`config.mk`:
```
export PLATFORM = sky130hd
export DESIGN_NAME = tick_send_arbiter
export DESIGN_NICKNAME = d
export VERILOG_FILES = /design/src/rtl/tick_send_arbiter_pkg.sv /design/src/rtl/tick_send_arbiter_rr.sv /design/src/rtl/tick_send_arbiter.sv
export SDC_FILE = /design/constraint.sdc
export NUM_CORES = 1
export LEC_CHECK = 0
export BUFFER_PORTS_ARGS = -buffer_cell sky130_fd_sc_hd__clkbuf_2
export CORE_MARGIN = 2
export CORE_UTILIZATION = 50
export DETAILED_ROUTE_END_ITERATION = 16
export HOLD_SLACK_MARGIN = 0.02
export PLACE_DENSITY = 0.77
export SLEW_MARGIN = 20
export SYNTH_ARGS = -nofsm -noshare
export SYNTH_HDL_FRONTEND = slang
export SYNTH_SLANG_ARGS = --single-unit
```
`constraint.sdc`:
```
create_clock -name clkIN -period 1.5 [get_ports clkIN]
set_input_delay 0.15 -clock clkIN [delete_from_list [all_inputs] [get_ports clkIN]]
set_output_delay 0.15 -clock clkIN [all_outputs]
set_load 0.05 [all_outputs]
```
`src/rtl/tick_send_arbiter_pkg.sv`:
```
// Shared types and helpers for the multi-channel tick send arbiter.
package tick_send_pkg;

    typedef enum logic [1:0] {
        IDLE,
        SEND,
        ACK,
        DRAIN
    } state_t;

    localparam int unsigned PRIO_RR    = 0;
    localparam int unsigned PRIO_FIXED = 1;

    // Index width that never collapses to zero bits for one or two channels.
    function automatic int unsigned clog2_min1(input int unsigned n);
        return (n <= 2) ? 1 : $clog2(n);
    endfunction

endpackage

```
`src/rtl/tick_send_arbiter_rr.sv`:
```
// Combinational channel arbiter: round-robin from ptr, or fixed lowest-index-first.
module rr_arbiter
    import tick_send_pkg::*;
#(
    parameter int unsigned N         = 4,
    parameter int unsigned PRIO_MODE = PRIO_RR
) (
    input  logic [N-1:0]                req,
    input  logic [clog2_min1(N)-1:0]    ptr,
    output logic                        gnt_valid,
    output logic [clog2_min1(N)-1:0]    gnt_idx
);

    localparam int unsigned IDX_W = clog2_min1(N);

    logic [IDX_W-1:0] cand;

    // Scan N candidates starting at ptr (or at 0 in fixed mode); first hit wins.
    always_comb begin
        gnt_valid = 1'b0;
        gnt_idx   = '0;
        cand      = '0;
        for (int unsigned i = 0; i < N; i++) begin
            if (PRIO_MODE == PRIO_FIXED) begin
                cand = IDX_W'(i);
            end else begin
                cand = IDX_W'((32'(ptr) + i) % N);
            end
            if (!gnt_valid && req[cand]) begin
                gnt_valid = 1'b1;
                gnt_idx   = cand;
            end
        end
    end

endmodule

```
`src/rtl/tick_send_arbiter.sv`:
```
// Captures per-channel tick words, arbitrates them and hands one word at a time to a UART TX.
module tick_send_arbiter
    import tick_send_pkg::*;
#(
    parameter int unsigned N_CH        = 4,
    parameter int unsigned DATA_W      = 8,
    parameter int unsigned TIMEOUT_CYC = 1023,
    parameter int unsigned PRIO_MODE   = PRIO_RR
) (
    input  logic                            clkIN,
    input  logic                            rstIN,
    input  logic [N_CH-1:0]                 tickIN,
    input  logic [N_CH*DATA_W-1:0]          dataIN,
    input  logic                            nBusyIN,
    output logic                            sendOUT,
    output logic [DATA_W-1:0]               dataOUT,
    output logic [clog2_min1(N_CH)-1:0]     chanOUT,
    output logic [N_CH-1:0]                 ackOUT,
    output logic [N_CH-1:0]                 dropOUT,
    output logic                            timeoutOUT
);

    localparam int unsigned IDX_W = clog2_min1(N_CH);
    localparam int unsigned CNT_W = $clog2(TIMEOUT_CYC + 1);
    localparam logic [CNT_W-1:0] CNT_LAST = CNT_W'(TIMEOUT_CYC - 1);
    localparam logic [IDX_W-1:0] IDX_LAST = IDX_W'(N_CH - 1);

    state_t             state;
    logic [N_CH-1:0]    tick_q;
    logic [N_CH-1:0]    pend;
    logic [DATA_W-1:0]  hold [N_CH];
    logic [CNT_W-1:0]   cnt;
    logic [IDX_W-1:0]   ptr;

    logic [N_CH-1:0]    edge_v;
    logic [N_CH-1:0]    clr_v;
    logic [N_CH-1:0]    requeue_v;
    logic               gnt_valid;
    logic [IDX_W-1:0]   gnt_idx;
    logic               grant_fire;
    logic               timeout_fire;
    logic [IDX_W-1:0]   chan_next;

    rr_arbiter #(
        .N         (N_CH),
        .PRIO_MODE (PRIO_MODE)
    ) u_arb (
        .req       (pend),
        .ptr       (ptr),
        .gnt_valid (gnt_valid),
        .gnt_idx   (gnt_idx)
    );

    always_comb begin
        edge_v       = tickIN & ~tick_q;
        grant_fire   = (state == IDLE) && nBusyIN && gnt_valid;
        timeout_fire = (state == SEND) && nBusyIN && (cnt == CNT_LAST);
        clr_v        = '0;
        requeue_v    = '0;
        if (grant_fire) begin
            clr_v[gnt_idx] = 1'b1;
        end
        if (timeout_fire) begin
            requeue_v[chanOUT] = 1'b1;
        end
        chan_next = (chanOUT == IDX_LAST) ? '0 : chanOUT + IDX_W'(1);
    end

    always_ff @(posedge clkIN) begin
        if (rstIN) begin
            state      <= IDLE;
            tick_q     <= '0;
            pend       <= '0;
            cnt        <= '0;
            ptr        <= '0;
            sendOUT    <= 1'b0;
            dataOUT    <= '0;
            chanOUT    <= '0;
            ackOUT     <= '0;
            dropOUT    <= '0;
            timeoutOUT <= 1'b0;
            for (int unsigned c = 0; c < N_CH; c++) begin
                hold[c] <= '0;
            end
        end else begin
            tick_q     <= tickIN;
            ackOUT     <= '0;
            timeoutOUT <= 1'b0;

            // A set in the grant cycle survives the clear and is not an overrun; a timed-out
            // word being re-queued over a newer (or simultaneous) tick is.
            pend    <= edge_v | requeue_v | (pend & ~clr_v);
            dropOUT <= (edge_v & pend & ~clr_v) | (requeue_v & (edge_v | pend));
            for (int unsigned c = 0; c < N_CH; c++) begin
                if (edge_v[c]) begin
                    hold[c] <= dataIN[c*DATA_W +: DATA_W];
                end
            end

            case (state)
                IDLE: begin
                    if (grant_fire) begin
                        dataOUT <= hold[gnt_idx];
                        chanOUT <= gnt_idx;
                        sendOUT <= 1'b1;
                        cnt     <= '0;
                        state   <= SEND;
                    end
                end
                SEND: begin
                    if (!nBusyIN) begin
                        sendOUT         <= 1'b0;
                        ackOUT[chanOUT] <= 1'b1;
                        state           <= ACK;
                    end else if (timeout_fire) begin
                        sendOUT    <= 1'b0;
                        timeoutOUT <= 1'b1;
                        ptr        <= chan_next;
                        state      <= IDLE;
                    end else begin
                        cnt <= cnt + CNT_W'(1);
                    end
                end
                ACK: begin
                    ptr   <= chan_next;
                    state <= DRAIN;
                end
                DRAIN: begin
                    if (nBusyIN) begin
                        state <= IDLE;
                    end
                end
                default: state <= IDLE;
            endcase
        end
    end

endmodule

```
## After elaboration in Yosys (flattened, before gate mapping)

Memories as Yosys holds them, arrays and structs flattened. A register that Yosys moved wholly into a read port is not among the register bits.
Index checks and enable logic that the tools add are counted.

| word-level totals | value |
|---|---|
| memories kept | 1 |
| output and inout port bits | 20 |
| bits in registers | 34 |
| bits in writable memories | 32 |
| word-level logic and storage cells | 132 |

| operators by class | value |
|---|---|
| $add $sub $neg | 5 |
| bitwise gates (word level) | 17 |
| multiplexer cells | 58 |
| equal/unequal tests | 11 |
| reduce and logical (&&, ||, !) cells | 22 |
| order comparisons | 8 |

Memory list:

| memory | depth | width | read ports | clocked after Yosys merged registers in | wr ports | line | source |
|---|---|---|---|---|---|---|---|
| hold | 4 | 8 | 1 | 1 | 4 | tick_send_arbiter.sv:31 | `logic [DATA_W-1:0] hold [N_CH];` |

Operators by type and width:

| operator | number |
|---|---|
| $mux 8 | 4 |
| $mux 10 | 3 |
| $mux 1 | 28 |
| $mux 2 | 11 |
| $and 4x4->4 | 5 |
| $pmux 10 s2 | 1 |
| $lt 2x3->1 const B | 6 |
| $or 4x4->4 | 4 |
| $add 10x1->10 const B | 1 |
| $eq 10x10->1 const B | 1 |
| $ne 2x2->1 const B | 5 |
| $logic_and 1x1->1 | 9 |
| $reduce_and 3->1 | 3 |
| $bmux 1 s2 | 4 |
| $mux 4 | 2 |
| $not 4->4 | 2 |
| $pmux 2 s4 | 1 |
| $eq 2x2->1 const B | 3 |
| $reduce_or 3->1 | 2 |
| $add 2x1->2 const B | 2 |
| $add 2x2->2 const B | 2 |
| $demux 1 s2 | 2 |
| $ge 2x1->1 const B | 2 |
| $or 1x1->1 | 4 |
| other kinds (10) | 14 |

## Depth between registers and ports, before layout

| depth | value |
|---|---|
| word-level depth | 20 |
| gate-level depth with buffers | 7 |
| gate-level depth less buffers | 7 |

## By module

From an unflattened synthesis, not the netlist that was laid out.

| second synthesis, totals | value |
|---|---|
| cells, all modules | 302 |
| area, all modules | 3325.7 µm² |

Modules (own cells, without submodules):

| module | times used | area an instance (µm²) | cells each | sequential area each (µm²) |
|---|---|---|---|---|
| tick_send_arbiter | 1 | 3248.1 | 287 | 1801.7 |
| rr_arbiter | 1 | 77.6 | 15 | 0.0 |

## Least setup slack after synthesis

OpenSTA, ideal clock, no wires.

| path | value |
|---|---|
| kind | reg2reg |
| start point | register pend[2] |
| end point | register cnt[8] |
| cell stages (with the launch flop) | 7 |
| clock period less this slack | 1.622 ns |
| data required time | 1.376 ns |
| path slack | -0.122 ns |
| buffers on the path | 1 |
| arrival time | 1.498 ns |
| path through | dfxtp_1 > or4_1 > buf_2 > o2111ai_1 > nor3_1 > xnor2_1 > nor2_1 |

| between the ends | value |
|---|---|
| longest elaborated chain between the ends | 15 |
| elaborated cells on any way between the ends | 21 |
| those cells by class | 1 x eq/ne; 12 x mux; 8 x reduce/logical |

RTL lines:

| what | line | source |
|---|---|---|
| start: declaration | tick_send_arbiter.sv:30 | `logic [N_CH-1:0] pend;` |
| start signal: assignment | tick_send_arbiter.sv:92 | `pend <= edge_v \| requeue_v \| (pend & ~clr_v);` |
| $bmux 1 s2 | tick_send_arbiter_rr.sv:29 | `if (!gnt_valid && req[cand]) begin` |
| $mux 1 (implied by the code) | tick_send_arbiter_rr.sv:29 |  |
| $mux 1 | tick_send_arbiter_rr.sv:29 |  |
| $logic_not 1->1 | tick_send_arbiter_rr.sv:29 |  |
| $logic_and 1x1->1 | tick_send_arbiter_rr.sv:29 |  |
| $mux 1 | tick_send_arbiter_rr.sv:29 |  |
| $logic_not 1->1 | tick_send_arbiter_rr.sv:29 |  |
| $logic_and 1x1->1 | tick_send_arbiter_rr.sv:29 |  |
| $mux 1 | tick_send_arbiter_rr.sv:29 |  |
| $logic_not 1->1 | tick_send_arbiter_rr.sv:29 |  |
| $logic_and 1x1->1 | tick_send_arbiter_rr.sv:29 |  |
| $mux 1 * | tick_send_arbiter_rr.sv:29 |  |
| $logic_and 1x1->1 * | tick_send_arbiter.sv:56 | `grant_fire = (state == IDLE) && nBusyIN && gnt_valid;` |
| $ne 2x2->1 (no source line) * | - |  |
| $reduce_and 4->1 (no source line) * | - |  |
| end signal: assignment | tick_send_arbiter.sv:121 | `cnt <= cnt + CNT_W'(1);` |
| end: declaration | tick_send_arbiter.sv:32 | `logic [CNT_W-1:0] cnt;` |

Mark *: on every way between the ends. The rest lies on a longest branch, timed or not. The select of a mux whose other input is x is not followed.
A chain may end at the register's enable or synchronous reset.

## Final worst setup path

| path | value |
|---|---|
| start point | register pend[1] |
| end point | register dataOUT[5], read port of hold |

| between the ends | value |
|---|---|
| longest elaborated chain between the ends | 14 |
| elaborated cells on any way between the ends | 24 |
| those cells by class | 16 x mux; 8 x reduce/logical |

RTL lines:

| what | line | source |
|---|---|---|
| $bmux 1 s2 | tick_send_arbiter_rr.sv:29 |  |
| $mux 1 (implied by the code) | tick_send_arbiter_rr.sv:29 |  |
| $mux 1 | tick_send_arbiter_rr.sv:29 |  |
| $logic_not 1->1 | tick_send_arbiter_rr.sv:29 |  |
| $logic_and 1x1->1 | tick_send_arbiter_rr.sv:29 |  |
| $mux 1 | tick_send_arbiter_rr.sv:29 |  |
| $logic_not 1->1 | tick_send_arbiter_rr.sv:29 |  |
| $logic_and 1x1->1 | tick_send_arbiter_rr.sv:29 |  |
| $mux 1 | tick_send_arbiter_rr.sv:29 |  |
| $logic_not 1->1 | tick_send_arbiter_rr.sv:29 |  |
| $logic_and 1x1->1 | tick_send_arbiter_rr.sv:29 |  |
| $mux 1 | tick_send_arbiter_rr.sv:29 |  |
| $logic_and 1x1->1 | tick_send_arbiter.sv:56 |  |
| $reduce_and 2->1 (no source line) | - |  |
| end: declaration | tick_send_arbiter.sv:16 | `output logic [DATA_W-1:0] dataOUT,` |

Parallel ways exist; a longest one is shown, timed or not. The select of a mux whose other input is x is not followed.

==> flow_summary_export.csv <==
group,metric,value,unit
run_status,outcome,"finished, violations left",
run_status,violations,"setup timing",
setup_path,cp_slowest_cell,"dfxtp_4",
clock_network,cts.sink_count,74,
synth,ys_ff_latch,74,
detailed_routing,num_vias,2713,
setup_path,crit_family,"compound AO/OA/AOI/OAI gates",
die,io_pins,59,
setup_path,worstPathRequired,1.71,ns
placement,place_congestion,0.862,
synth,synthTopCellsByArea,"edfxtp_1 29%, dfxtp_1 25%, and2_1 7.0%",
power,pwr_density_cell,1110,nW/um^2
grt,use_met3,6.32,%
die,start_util,51.9,%
detailed_routing,first_pass_iters,4,
clock_network,clkLatencyLatePin,0.35,ns
synth,synth_top_area_share,29.0,%
sta,fmax,577,MHz
synth,yosys_warnings,0,
clock_network,clk_transition_reported_paths,0.08,ns
finish,syn_to_final_growth,44.3,%
die,die-height,85.4,um
setup_path,arrival,1.94,ns
finish,layout-drive-gt1-share,49.4,%
grt,antenna_found_initial,0,
finish,seq_area,1830,um^2
synth,ys_seq_area_share,54.4,%
sta,worst_slew_pin_slew,0.559,ns
clock_network,htreeDepth,3,
setup_path,cp_max_fo,5,
synth,synth_cells,299,
setup_path,crit_top_cell,"buf_6",
setup_path,timing.critical_path.cells,"buf_6, inv_2, a21o_1, o31a_1, buf_6, buf_16, mux2i_2, o221ai_1",
sta,whs,0.0506,ns
clock_network,cts_buffer_depth,2,
grt,use_met1,26.9,%
setup_path,critPathKind,"reg2reg",
clock_network,ctsHoldBuffers,0,
hold_path,hold_class,"in2reg",
die,core_area,6390,um^2
sta,fin_crit,1.73,ns
placement,dp_hpwl,5.44,mm
synth,ys.flop_type,"dfxtp_1",
power,p_leak,1.95,nW
finish,multi_input_area,1810,um^2
run,max_cap_violations,0,
detailed_routing,dr.first_iter.drc_count,135,
sta,hold_viol,0,
clock_network,cts_tree,"built",
detailed_routing,finalWirelength,8.39,mm
clock_network,ctsRootBufferMaster,"clkbuf_8",
finish,nets,459,
finish,final_cell_area,4780,um^2
sta,finalSetupViolations,29,
sta,rsz0062_at_grt,"yes",
finish,diodes,0,
grt,grt.met2_usage,37.9,%
power,peakVddDrop,811,uV
sta,fin_ws,-0.233,ns
placement,place_area,4080,um^2
detailed_routing,drcViolationCount,0,
clock_network,numCtsBuffers,9,
synth,synth_edf_count,32,
die,dieArea,7290,um^2
grt,grt_pass1_wl,12.6,mm
synth,avgSynthCellArea,11.1,um^2
synth,yosys.area.top_type,"edfxtp_1",
sta,setup_tns,-3.91,ns
grt,busiest_layer,"met2",
synth,syn-num-nets,344,
sta,clock_skew,0.00709,ns
sta,slew_viol_final,0,
synth,ys_types,45,
grt,grt_max_degree,24,
grt,grt_pass1_vias,2663,
detailed_routing,via_per_inst,5.47,
sta,maxSlewHeadroom,62.6,%
setup_path,worst-path-buf-inv,4,
grt,overflow,0,
sta,min_period_over_period,116,%
die,die_w,85.4,um
placement,port_buffers,58,
finish,fillers,406,
grt,grt_usage,22.3,%
detailed_routing,antenna_left,0,
setup_path,critPathLaunchType,"flop",
setup_path,crit_path_end_kind,"flop",
synth,synthArstFlopShare,0,%
detailed_routing,wl_per_cell,16.9,um
synth,syn_area,3310,um^2
setup_path,max_stage_delay,0.36,ns
die,rows,29,
setup_path,worst-r2r-setup-slack,-0.23,ns
finish,utilization,74.8,%
## what timing repair did
| action | 4_1_cts | 5_1_grt |
|---|---|---|
| setup buffers | 5 | 7 |
| resized for setup | 32 | 62 |
| gates cloned | 1 | 0 |
| endpoints found under the setup margin | 34 | 35 |
| pin swaps | 9 | 24 |
## power breakdown
part           total [W]  leakage (nW)  internal [W]  switching [W]
clock            0.00182         0.120       0.00110       0.000720
sequential       0.00233         0.699       0.00223      0.0000926
combinational    0.00117          1.13      0.000539       0.000631
## cells in the mapped netlist, drive strengths merged, types with 2 or more instances
cell / instances
dfxtp: 42
and2: 37
edfxtp: 32
nor2: 24
nand2: 22
mux2i: 18
nand2b: 14
a21oi: 13
nor2b: 9
o221ai: 8
inv: 7
xnor2: 7
ha: 6
buf: 5
o211ai: 5
a211oi: 4
a31oi: 4
clkbuf: 4
nand3: 4
nor3: 4
o311ai: 3
or3: 3
a21o: 2
mux2: 2
nor3b: 2
nor4: 2
o21ai: 2
o31ai: 2
or4: 2
## through the flow
| stage | setup slack (ns) | std cells | power, W |
|---|---|---|---|
| 4_1_cts | -0.228 | 491 | 0.00515 |
| 6_report | -0.233 | 496 | 0.00531 |
| 2_1_floorplan | -0.105 | 299 | 0.00288 |
| 3_3_place_gp | -0.150 | 469 | 0.00319 |
| 3_5_place_dp | -0.260 | 469 | 0.00321 |
| 5_1_grt | -0.308 | 496 | 0.00552 |
## layout by cell type (no fill, tap or decap), drive strengths merged, types with 4 or more instances in the layout
| master | instances |
|---|---|
| a211oi | 4 |
| buf | 55 |
| o221ai | 8 |
| inv | 7 |
| nor2 | 24 |
| nand3 | 4 |
| o211ai | 5 |
| ha | 6 |
| edfxtp | 32 |
| nand2 | 22 |
| xnor2 | 7 |
| nand2b | 14 |
| nor2b | 9 |
| dfxtp | 42 |
| mux2i | 18 |
| nor3 | 4 |
| a31oi | 4 |
| clkbuf | 68 |
| a21oi | 13 |
| and2 | 37 |
## routing by layer
layer | vias up | routed length, um
met5 | - | 0
met4 | 0 | 187
met3 | 18 | 390
met2 | 78 | 4350
met1 | 1309 | 3460
li1 | 1308 | -
## path summary, 6_finish.rpt
path	start	end	cells after the start
setup / recovery	pend[1]	dataOUT[5]	8
hold / removal	tickIN[3]	tick_q[3]	2
setup reg to reg	pend[1]	dataOUT[5]	8
hold reg to reg	sendOUT	sendOUT	2
## logic make-up (layout without fill, tap and decap cells)
kind of cell / Yosys count / count (layout) / synth area share (%)
xor+xnor: 7 / 7 / 1.85
buf+inv: 16 / 136 / 2.00
compound gates: 50 / 50 / 11.3
mux: 20 / 20 / 6.12
flops: 74 / 74 / 54.4
simple gates: 126 / 126 / 22.1
fa+ha+maj: 6 / 6 / 2.27
## registers in the layout, indices dropped and copies added, names as in the netlist, named ones only
name        count
ptr             2
chanOUT         2
dataOUT         8
timeoutOUT      1
dropOUT         4
ackOUT          4
state           1
sendOUT         1
tick_q          4
cnt            10
hold           32
pend            4
## worst reg2reg max path: cells and delay by family, from the launching register on
kind            cells  cell delay (ns)
compound gates      3             0.53
buf+inv             4             0.47
mux                 1             0.24
flops               1             0.36
## area by class of cell
cell class                      instances  share of cell area, %
Sequential cell                        74                   38.3
Multi-Input combinational cell        209                   37.9
Timing Repair Buffer                  113                   16.4
Clock buffer                           10                   2.67
Clock inverter                          6                   2.20
Tap cell                               77                   2.02
Inverter                                7                  0.550
No activity file was read; power rests on OpenSTA's default activity.
